`src/rtl/dma_pkg.sv`:
```
// Shared types and defaults for the DMA bus arbiter and its transfer counter.
package dma_pkg;

    typedef enum logic [2:0] {
        IDLE,
        STALL,
        READ,
        WRITE,
        RELEASE
    } dma_state_e;

    localparam int DEFAULT_ADDR_W = 16;
    localparam int DEFAULT_LEN_W  = 8;

    // A programmed length of zero encodes the full 2^len_w byte range.
    function automatic logic [31:0] effective_len(input logic [31:0] len, input int len_w);
        return (len == 32'd0) ? (32'd1 << len_w) : len;
    endfunction

endpackage

```
`src/rtl/dma_transfer_counter.sv`:
```
// Byte index and remaining-count tracker for one block copy.
module dma_transfer_counter
    import dma_pkg::*;
#(
    parameter int LEN_W = DEFAULT_LEN_W
) (
    input  logic             clk,
    input  logic             rst,
    input  logic             load,
    input  logic             dec,
    input  logic [LEN_W-1:0] len,
    output logic [LEN_W-1:0] idx,
    output logic             last
);

    localparam int REM_W = LEN_W + 1;

    logic [LEN_W-1:0] idx_q, idx_d;
    logic [REM_W-1:0] rem_q, rem_d;

    // NOTE: every always_comb output is given a default first, so no path can infer a latch.
    always_comb begin
        idx_d = idx_q;
        rem_d = rem_q;
        if (load) begin
            idx_d = '0;
            rem_d = REM_W'(effective_len(32'(len), LEN_W));
        end else if (dec) begin
            idx_d = idx_q + LEN_W'(1);
            rem_d = rem_q - REM_W'(1);
        end
    end

    // NOTE: sequential state uses non-blocking assignments so every flop samples pre-edge values.
    always_ff @(posedge clk or posedge rst) begin
        if (rst) begin
            idx_q <= '0;
            rem_q <= '0;
        end else begin
            idx_q <= idx_d;
            rem_q <= rem_d;
        end
    end

    assign idx  = idx_q;
    assign last = (rem_q == REM_W'(1));

endmodule

```
`src/rtl/dma_bus_arbiter.sv`:
```
// Shares the external bus between the CPU core and a block-copy DMA engine;
// the core is held via ready and the bus is taken only once the core is frozen on a read.
module dma_bus_arbiter
    import dma_pkg::*;
#(
    parameter int ADDR_W         = DEFAULT_ADDR_W,
    parameter int LEN_W          = DEFAULT_LEN_W,
    parameter int HANDOFF_CYCLES = 1
) (
    input  logic              clk,
    input  logic              rst,
    input  logic [ADDR_W-1:0] cpuAddress,
    input  logic [7:0]        cpuDataOut,
    input  logic              cpuReadNotWrite,
    output logic              cpuReady,
    output logic [ADDR_W-1:0] busAddress,
    output logic [7:0]        busDataOut,
    output logic              busReadNotWrite,
    input  logic [7:0]        busDataIn,
    input  logic              dmaStart,
    input  logic [ADDR_W-1:0] dmaSrc,
    input  logic [ADDR_W-1:0] dmaDst,
    input  logic [LEN_W-1:0]  dmaLen,
    output logic              dmaBusy,
    output logic              dmaDone
);

    localparam int              HO_W    = (HANDOFF_CYCLES > 1) ? $clog2(HANDOFF_CYCLES) : 1;
    localparam logic [HO_W-1:0] HO_LOAD = HO_W'(HANDOFF_CYCLES - 1);

    dma_state_e        state_q, state_d;
    logic [ADDR_W-1:0] src_q, src_d;
    logic [ADDR_W-1:0] dst_q, dst_d;
    logic [7:0]        data_q, data_d;
    logic [HO_W-1:0]   ho_q, ho_d;
    logic              done_q, done_d;

    logic              cnt_load;
    logic              cnt_dec;
    logic              cnt_last;
    logic [LEN_W-1:0]  cnt_idx;
    logic [ADDR_W-1:0] idx_ext;

    assign idx_ext = ADDR_W'(cnt_idx);

    dma_transfer_counter #(
        .LEN_W (LEN_W)
    ) u_counter (
        .clk  (clk),
        .rst  (rst),
        .load (cnt_load),
        .dec  (cnt_dec),
        .len  (dmaLen),
        .idx  (cnt_idx),
        .last (cnt_last)
    );

    always_comb begin
        state_d         = state_q;
        src_d           = src_q;
        dst_d           = dst_q;
        data_d          = data_q;
        ho_d            = ho_q;
        done_d          = 1'b0;
        cnt_load        = 1'b0;
        cnt_dec         = 1'b0;
        cpuReady        = 1'b0;
        busAddress      = cpuAddress;
        busDataOut      = cpuDataOut;
        busReadNotWrite = cpuReadNotWrite;

        case (state_q)
            IDLE: begin
                cpuReady = 1'b1;
                if (dmaStart) begin
                    src_d    = dmaSrc;
                    dst_d    = dmaDst;
                    cnt_load = 1'b1;
                    state_d  = STALL;
                end
            end
            // Core writes still complete here; only a read cycle actually freezes the core.
            STALL: begin
                if (cpuReadNotWrite) begin
                    state_d = READ;
                end
            end
            READ: begin
                busAddress      = src_q + idx_ext;
                busReadNotWrite = 1'b1;
                data_d          = busDataIn;
                state_d         = WRITE;
            end
            WRITE: begin
                busAddress      = dst_q + idx_ext;
                busReadNotWrite = 1'b0;
                busDataOut      = data_q;
                cnt_dec         = 1'b1;
                if (cnt_last) begin
                    ho_d    = HO_LOAD;
                    state_d = RELEASE;
                end else begin
                    state_d = READ;
                end
            end
            RELEASE: begin
                if (ho_q == '0) begin
                    done_d  = 1'b1;
                    state_d = IDLE;
                end else begin
                    ho_d = ho_q - HO_W'(1);
                end
            end
            default: state_d = IDLE;
        endcase
    end

    always_ff @(posedge clk or posedge rst) begin
        if (rst) begin
            state_q <= IDLE;
            src_q   <= '0;
            dst_q   <= '0;
            data_q  <= '0;
            ho_q    <= '0;
            done_q  <= 1'b0;
        end else begin
            state_q <= state_d;
            src_q   <= src_d;
            dst_q   <= dst_d;
            data_q  <= data_d;
            ho_q    <= ho_d;
            done_q  <= done_d;
        end
    end

    assign dmaBusy = (state_q != IDLE);
    assign dmaDone = done_q;

endmodule

```
`config.mk`:
```
export PLATFORM = sky130hd
export DESIGN_NAME = dma_bus_arbiter
export DESIGN_NICKNAME = d
export VERILOG_FILES = /design/src/rtl/dma_pkg.sv /design/src/rtl/dma_transfer_counter.sv /design/src/rtl/dma_bus_arbiter.sv
export SDC_FILE = /design/constraint.sdc
export NUM_CORES = 1
export LEC_CHECK = 0
export CAP_MARGIN = 10
export CORE_ASPECT_RATIO = 0.5
export CORE_MARGIN = 2
export CORE_UTILIZATION = 52
export CTS_CLUSTER_DIAMETER = 150
export DETAILED_ROUTE_END_ITERATION = 16
export GPL_ROUTABILITY_DRIVEN = 0
export PLACE_DENSITY = 0.91
export SLEW_MARGIN = 20
export SYNTH_ARGS = -nofsm -noshare
export SYNTH_HDL_FRONTEND = slang
export SYNTH_SLANG_ARGS = --single-unit
```
`constraint.sdc`:
```
create_clock -name clk -period 5.8 [get_ports clk]
set_clock_uncertainty 0.1 [all_clocks]
set_input_delay 0.87 -clock clk [delete_from_list [all_inputs] [get_ports clk]]
set_output_delay 0.87 -clock clk [all_outputs]
set_load 0.005 [all_outputs]
```
Yosys cells after proc, flatten, opt, wreduce, memory -nomap -nowiden
Cells that the tools add are included.
{"block": "word_totals", "reg_bits": 62, "elab_cells": 52, "inputBits": 76, "output_inout_bits": 28}
{"block": "classes", "addsub": 5, "mux": 22, "reduce_logical": 8, "n_eq_ne": 9}
{"operator": "$add 16x8->16", "n": 2}
{"operator": "$pmux 16 s2", "n": 1}
{"operator": "$mux 9", "n": 3}
{"operator": "$mux 8", "n": 3}
{"operator": "$pmux 3 s5", "n": 1}
{"operator": "$mux 3", "n": 4}
{"operator": "$eq 9x1->1 const B", "n": 1}
{"operator": "$sub 9x1->9 const B", "n": 1}
{"operator": "$add 8x1->8 const B", "n": 1}
{"operator": "$logic_not 8->1", "n": 1}
{"operator": "$mux 1", "n": 8}
{"operator": "$ne 2x2->1 const B", "n": 4}
{"operator": "$eq 3x2->1 const B", "n": 2}
{"operator": "$pmux 1 s2", "n": 2}
{"operator": "$reduce_and 2->1", "n": 2}
{"operator": "$reduce_bool 2->1", "n": 2}
{"operator": "$eq 3x1->1 const B", "n": 1}
{"operator": "$eq 3x3->1 const B", "n": 1}
{"operator": "$logic_not 3->1", "n": 1}
{"operator": "$reduce_and 3->1", "n": 1}
{"operator": "$reduce_bool 3->1", "n": 1}
{"operator": "$sub 1x1->1 const B", "n": 1}

Depth between registers and ports, before layout
Gate-level depths: netlist (run 1).
{"block": "logic_depth", "word_depth": 4, "mapped_depth": 14, "depth_no_buf": 10}

Modules after synthesis
A second synthesis (run 1) with hierarchy kept.
{"block": "unflattened", "cells_unflattened": 383, "area_unflattened_um2": 3809.9}
{"module": "dma_bus_arbiter", "cells_each": 286, "area_per_inst_um2": 2905.3, "n_inst": 1, "seq_area_each_um2": 1101.1}
{"module": "dma_transfer_counter", "cells_each": 97, "area_per_inst_um2": 904.6, "n_inst": 1, "seq_area_each_um2": 425.4}

Worst setup path after synthesis (run 1)
No wires, ideal clock.
{"block": "synth_timing", "path_kind": "reg2out", "from": "reg state_q[1]", "to": "out busAddress[12]", "arrival_time_ps": 2510, "stages_incl_launch_ff": 15, "slack_ps": 2320, "required_time_ps": 4830, "path_buffers": 4, "cell_sequence": "dfrtp_1 > buf_6 > and3b_1 > buf_6 > buf_2 > buf_2 > nand2_1 > nand2_1 > ha_1 > fa_1 > nand3_1 > a21oi_1 > o211ai_1 > xnor2_1 > o21ai_1"}
{"block": "synth_between", "elab_chain_cells": 2, "elab_cells_between_ends": 3, "cone_classes": "eq/ne: 2; mux: 1"}
{"element": "from (decl)", "line_no": "dma_bus_arbiter.sv:31", "source": "dma_state_e state_q, state_d;"}
{"element": "from (signal assigned)", "line_no": "dma_bus_arbiter.sv:127", "source": "state_q <= state_d;"}
{"element": "$eq 3x2->1", "line_no": "dma_bus_arbiter.sv:72", "source": "case (state_q)"}
{"element": "$pmux 16 s2 (*)", "line_no": "dma_bus_arbiter.sv:72"}
{"element": "to (decl)", "line_no": "dma_bus_arbiter.sv:16", "source": "output logic [ADDR_W-1:0] busAddress,"}
Mark *: on every way between the ends. The rest lies on a longest branch, timed or not.

Worst setup path after layout (run 1)
{"block": "layout_timing", "from": "reg state_q[1]", "to": "out busAddress[8]"}
Same word-level chain as after synthesis.

==> qor.yml, run 1 <==
layout:
  antennaDiodeCount: 0
  drive_above_1_share_pct: 7.170
  final_nets: 616
  syn2layout_area_growth_pct: 36.82
  final_common_cell: "nand2_1"
  layout_common_cells: "nand2_1 (169), clkdlybuf4s50_1 (103), dfrtp_1 (61), nor2_1 (19), nand3_1 (16)"
  stdcell_count: 622
logic_synthesis:
  synth_cell_type_count: 49
  avgSynthCellArea_sq_um: 8.353
  async_flop_share_pct: 100.0
  syn_inst: 432
  synth_edf_count: 0
  seq_area_frac_synth_pct: 42.30
  ys_ff_latch: 61
  synth_ff_type: "dfrtp_1"
  synth_warnings: 0
  netlist_area_sq_um: 3608
  synth_fp_nets: 521
clock_tree:
  cts_hold_buf: 0
  postCtsResizedCells: 0
  clock_latency_ns: 0.33
  post-cts-setup-buffers: 0
  cts_max_path_buffers: 2
  clk_pin_slew_ns: 0.05
  cts_made_buffers: 9
  clock_sinks: 61
  cts_tree: "built"
  clock-root-buffer: "clkbuf_16"
  h-tree-depth: 3
routing:
  drc_errors: 0
  first_pass_iters: 6
  drt_iter0_markers: 321
  wire_per_inst_um: 14.98
  antenna_left: 0
  vias: 3424
  vias_per_cell: 5.505
  wl_mm: 9.318
status:
  outcome: "complete, no violations"
power:
  combPwrFrac_pct: 56.5
  clock_power_share_pct: 16.8
  fin_total_pwr_mw: 3.063
  p_sw_mw: 1.199
  power.share.sequential_pct: 26.7
  sw_frac_of_total_pct: 39.15
  ir_drop_mv: 0.2984
  p_int_mw: 1.864
  leakage_nw: 2.240
  p_per_area_nw_per_um2: 620.5
floorplanning:
  dieArea_sq_um: 7662
  core_sq_um: 6700
  num_rows: 21
  die_y_um: 62.91
  die_w_um: 121.8
  ios: 104
  start_util_pct: 53.86
worst_setup_path:
  crit_top_cell: "nand2_1"
  cp.arrival_ns: 3.64
  cpLargestDelayFamily: "simple AND/OR/NAND/NOR gates"
  critPathRequiredTime_ns: 4.83
  crit_chain: "and3b_1 -> nand2_1 -> nand2_1 -> ha_1 -> fa_1 -> nand3_1 -> a21oi_1 -> nor2_1 -> xor2_1 -> o21ai_0 -> clkdlybuf4s50_1"
  crit_path_end_kind: "primary output"
  cp-start-kind: "flip-flop"
  crit_slowest_cell: "dfrtp_1"
  cpPeakStageDelay_ns: 0.61
  path_buf_inv: 1
  cp_max_fo: 15
  critical_path_class: "reg2out"
sta:
  fin_crit_sh_pct: 79.40
  setup_tns_ns: 0
  rsz0062_at_grt: "no"
  setup_viol: 0
  worstMarginPinSlew_ns: 0.7503
  finalHoldViolations: 0
  fmax_mhz: 217.1
  slew_headroom_pct: 49.98
  slew_violations: 0
  period_needed_ns: 4.605
global_route:
  grt_pass1_vias: 3221
  grt_max_degree: 62
  grt.overflow.total: 0
  gr-usage-all-layers_pct: 26.35
  grt_pass1_wl_mm: 15.46
  grt_antenna_before_repair: 0
place:
  io_buffer_count: 103
  dp_cells: 608
  dpl.hpwl_mm: 6.615
flow_run:
  cap_violations: 0
worst_hold_path:
  hp-class: "reg2reg"
-- state kept, by name, summed over array words and instances, names as in the netlist --
register / flops
src_q: 16
dmaDone: 1
state_q: 3
dst_q: 16
u_counter.idx: 8
data_q: 8
u_counter.rem_q: 9
-- cell usage after synthesis (4+ instances only) --
library cell,number,area (sq um)
nand2_1,170,638.1
a21oi_1,9,45.04
a21o_1,5,37.54
buf_6,4,45.04
mux2i_1,6,60.06
o211ai_1,8,60.06
nand3_1,16,80.08
ha_1,12,150.1
mux2_2,13,146.4
clkbuf_1,7,26.28
o21ai_1,6,30.03
dfrtp_1,61,1526
o21ai_0,15,75.07
nor3_1,5,25.02
buf_2,10,50.05
nor2_1,19,71.32
inv_1,5,18.77
xnor2_1,10,87.58
xor2_1,10,87.58
-- cells by family (layout without fill, tap and decap cells) --
group,count (synthesis),count (layout),share of synthesized area [%]
AND/OR/NAND/NOR,234,234,27.98
flip-flops,61,61,42.30
AO/OA/AOI/OAI,58,58,10.40
buffers and inverters,27,125,4.022
XOR/XNOR,20,20,4.854
multiplexers,19,19,5.721
adder cells (fa/ha/maj),13,13,4.716
-- stage by stage --
stage          setup WS [ns]  util (%)  hold slack [ns]  cell area, sq um
2_1_floorplan          2.320         -           0.3450              3608
3_3_place_gp           1.746     69.41           0.3567              4651
3_5_place_dp           1.605     69.41           0.3650              4651
4_1_cts                1.210     73.61           0.3788              4932
5_1_grt               0.8850     73.69           0.3980              4937
6_report               1.195     73.69           0.3788              4937
-- final timing paths --
| path | startpoint | cells after the start | to | slack (ns) |
|---|---|---|---|---|
| min | src_q[1] | 2 | src_q[1] | 0.38 |
| max reg2reg | state_q[1] | 3 | data_q[3] | 3.61 |
| min in group asynchronous | rst | 3 | u_counter.rem_q[3] | 0.97 |
| max | state_q[1] | 11 | busAddress[8] | 1.19 |
| max in group asynchronous | rst | 3 | u_counter.idx[7] | 4.12 |
| min reg2reg | src_q[1] | 2 | src_q[1] | 0.38 |
-- power groups by stage --
stage                     sequential, mW  combinational (mW)  clock [mW]
after CTS                          0.811                1.73       0.520
after global routing               0.846                1.89       0.540
after floorplan                    0.746                1.07           0
final                              0.817                1.73       0.514
after global placement             0.798                1.66           0
after detailed placement           0.808                1.71           0
-- cell type report --
class                   count  area (sq um)
clock inverters             2         35.03
multi-input cells         344          1942
inverters                   5         18.77
flip-flops and latches     61          1526
repair buffers            106          1054
clock buffers              12         246.5
fillers                   465          1763
well taps                  92         115.1
-- metal layers --
layer  vias up  GRT usage (%)  share of wire, %
li1       1638              -                 -
met1      1644          34.54                43
met2       106          40.99                48
met3        36          5.657               5.3
met4         0          14.08               3.2
met5         -              0                 0
-- worst register-to-register path, cell delays in order, from the launching register on --
cell      delay, ns
dfrtp_1        0.61
nand2b_2       0.43
nor2_2         0.52
mux2_2         0.40
No activity file was read; power rests on OpenSTA's default activity.
==> run 2, diff against run 1 <==
--- a/config.mk
+++ b/config.mk
@@ -8,11 +8,11 @@
 export CAP_MARGIN = 10
 export CORE_ASPECT_RATIO = 0.5
 export CORE_MARGIN = 2
-export CORE_UTILIZATION = 52
+export CORE_UTILIZATION = 43
 export CTS_CLUSTER_DIAMETER = 150
 export DETAILED_ROUTE_END_ITERATION = 16
 export GPL_ROUTABILITY_DRIVEN = 0
-export PLACE_DENSITY = 0.91
+export PLACE_DENSITY = 0.81
 export SLEW_MARGIN = 20
 export SYNTH_ARGS = -nofsm -noshare
 export SYNTH_HDL_FRONTEND = slang
==> constraint.sdc (replaced) <==
create_clock -name clk -period 3.9 [get_ports clk]
set_clock_uncertainty 0.1 [all_clocks]
set_input_delay 0.585 -clock clk [delete_from_list [all_inputs] [get_ports clk]]
set_output_delay 0.585 -clock clk [all_outputs]
set_load 0.005 [all_outputs]
==> run 2 against run 1 <==
Against the previous run:
- total power grew 51%
- critical path depth grew 1
- sequential cell count is the same
- setup slack lost 1.0 ns
- clock-buffer cell count grew 3
- sequential power grew 46%
- die area grew 20%
- register-to-register slack lost 1.8 ns
- via count shrank 0.70%
- clock power grew 43%
- first-iteration DRC count shrank 17%
- largest power group unchanged
==> qor.yml, run 2 (synthesized netlist as in run 1, its figures left out) <==
layout:
  final_common_cell: "nand2_1"
  layout_common_cells: "nand2_1 (170), clkdlybuf4s50_1 (103), dfrtp_1 (60), nor2_1 (19), nand3_1 (16)"
  multi_input_area_sq_um: 1961
  syn2layout_area_growth_pct: 40.05
  final_nets: 626
  design_area_sq_um: 5054
  regArea_sq_um: 1528
  final_util_pct: 62.72
  largestRegisters: "dst_q (16), src_q (16), u_counter.rem_q (9)"
  drive_above_1_share_pct: 9.041
  antennaDiodeCount: 0
  nFillCells: 668
floorplanning:
  start_util_pct: 44.78
  die_y_um: 68.78
  ios: 104
  core_sq_um: 8058
  num_rows: 23
  dieArea_sq_um: 9185
  die_w_um: 133.6
global_route:
  gr-usage-all-layers_pct: 22.00
  grt_pass1_wl_mm: 15.55
  grt_max_degree: 43
  grt_pass1_vias: 3238
  grt_antenna_before_repair: 0
  grt.overflow.total: 0
routing:
  drt_iter0_markers: 265
  drc_errors: 0
  antenna_left: 0
  vias_per_cell: 5.199
  first_pass_iters: 4
  wl_mm: 9.652
  wire_per_inst_um: 14.76
  vias: 3400
power:
  sw_frac_of_total_pct: 39.26
  p_int_mw: 2.806
  combPwrFrac_pct: 58.4
  p_per_area_nw_per_um2: 914.3
  p_sw_mw: 1.814
  ir_drop_mv: 0.4195
  leakage_nw: 2.322
  fin_total_pwr_mw: 4.620
  clock_power_share_pct: 15.9
  power.share.sequential_pct: 25.8
sta:
  worst_slack_ns: 0.1557
  fin_crit_sh_pct: 96.01
  slew_violations: 0
  period_needed_ns: 3.744
  setup_viol: 0
  worstMarginPinSlew_ns: 0.8946
  finalHoldViolations: 0
  fmax_mhz: 267.1
  setup_tns_ns: 0
  rsz0062_at_grt: "no"
  slew_headroom_pct: 40.27
worst_setup_path:
  crit_top_cell: "nand2_1"
  cp-start-kind: "flip-flop"
  cp_max_fo: 10
  crit_chain: "buf_6 -> nand3b_4 -> nand2_1 -> nand2_1 -> ha_1 -> fa_1 -> nand3_1 -> a21oi_2 -> o211ai_1 -> xnor2_1 -> o21ai_1 -> clkdlybuf4s50_1"
  crit_path_end_kind: "primary output"
  cpPeakStageDelay_ns: 0.52
  crit_slowest_cell: "clkdlybuf4s50_1"
  critPathRequiredTime_ns: 3.21
  critical_path_class: "reg2out"
  cp.arrival_ns: 3.06
clock_tree:
  cts_tree: "built"
  cts_max_path_buffers: 2
  clock_latency_ns: 0.34
  clock-root-buffer: "clkbuf_16"
  clk_pin_slew_ns: 0.05
  clock_sinks: 61
  h-tree-depth: 3
  cts_made_buffers: 9
  cts_hold_buf: 0
worst_hold_path:
  hp-class: "reg2reg"
place:
  pre_cts_ws_ns: 0.2515
  dpl_cell_area_sq_um: 4721
  dpl.hpwl_mm: 6.927
  io_buffer_count: 103
status:
  outcome: "complete, no violations"
flow_run:
  cap_violations: 0
-- run 2: cell types whose count changed in the layout (fill, tap and decap cells not counted), moves of 2 or more --
cell      before  now
o21ai_1        6    8
buf_4          3    9
clkbuf_1       2    4
buf_6          0    2
o21ai_0       15   13
-- run 2: worst paths after layout --
kind | end | from | depth (start not counted) | slack, ns
hold reg to reg | dst_q[3] | dst_q[3] | 2 | 0.39
hold / removal | dst_q[3] | dst_q[3] | 2 | 0.39
max in group asynchronous | state_q[2] | rst | 3 | 2.33
min in group asynchronous | u_counter.rem_q[2] | rst | 2 | 0.67
setup / recovery | busAddress[12] | state_q[1] | 12 | 0.16
setup reg to reg | u_counter.idx[1] | state_q[1] | 5 | 1.79
-- run 2: critical path, delay by kind of cell (launching register included) --
kind | cells | cell delay [ns]
and+or+nand+nor | 4 | 0.43
xor gates and xnor gates | 1 | 0.10
adders and majority gates | 2 | 0.64
buffers and inverters | 2 | 0.69
DFF | 1 | 0.41
AOI/OAI and AO/OA | 3 | 0.46
-- run 2: final cells by class --
cell class / instances / area share [%]
repair buffers: 115 / 22.43
clock inverters: 1 / 0.09903
clock buffers: 15 / 5.298
well taps: 112 / 2.773
inverters: 5 / 0.3714
flip-flops and latches: 61 / 30.23
multi-input cells: 345 / 38.80
-- run 2: through the flow --
| stage | hold WS, ns | std cells |
|---|---|---|
| final | 0.3851 | 654 |
| after global routing | 0.4081 | 654 |
| after CTS | 0.3820 | 650 |
| after detailed placement | 0.3628 | 634 |
| after global placement | 0.3607 | 634 |
| after floorplan | 0.3450 | 432 |
-- run 2: per-layer routing --
layer	vias to the layer above	share of wire, %	global-route usage, %
met5	-	0	0
met4	0	2.5	9.043
met3	26	5.6	6.725
met2	102	48	36.02
met1	1614	43	27.88
li1	1658	-	-
-- run 2: what timing repair did --
item / 4_1_cts / 5_1_grt
endpoints found under the setup margin: 9 / 11
resized for setup: 2 / 7
pin swaps: 0 / 1
gates cloned: 0 / 1
setup buffers: 0 / 3
-- run 2: power by group through the flow --
stage / Combinational, mW / Sequential [mW] / Clock, mW
after detailed placement: 2.63 / 1.18 / 0
after CTS: 2.65 / 1.18 / 0.743
final: 2.70 / 1.19 / 0.733
after global placement: 2.55 / 1.16 / 0
after floorplan: 1.60 / 1.11 / 0
after global routing: 2.97 / 1.23 / 0.772
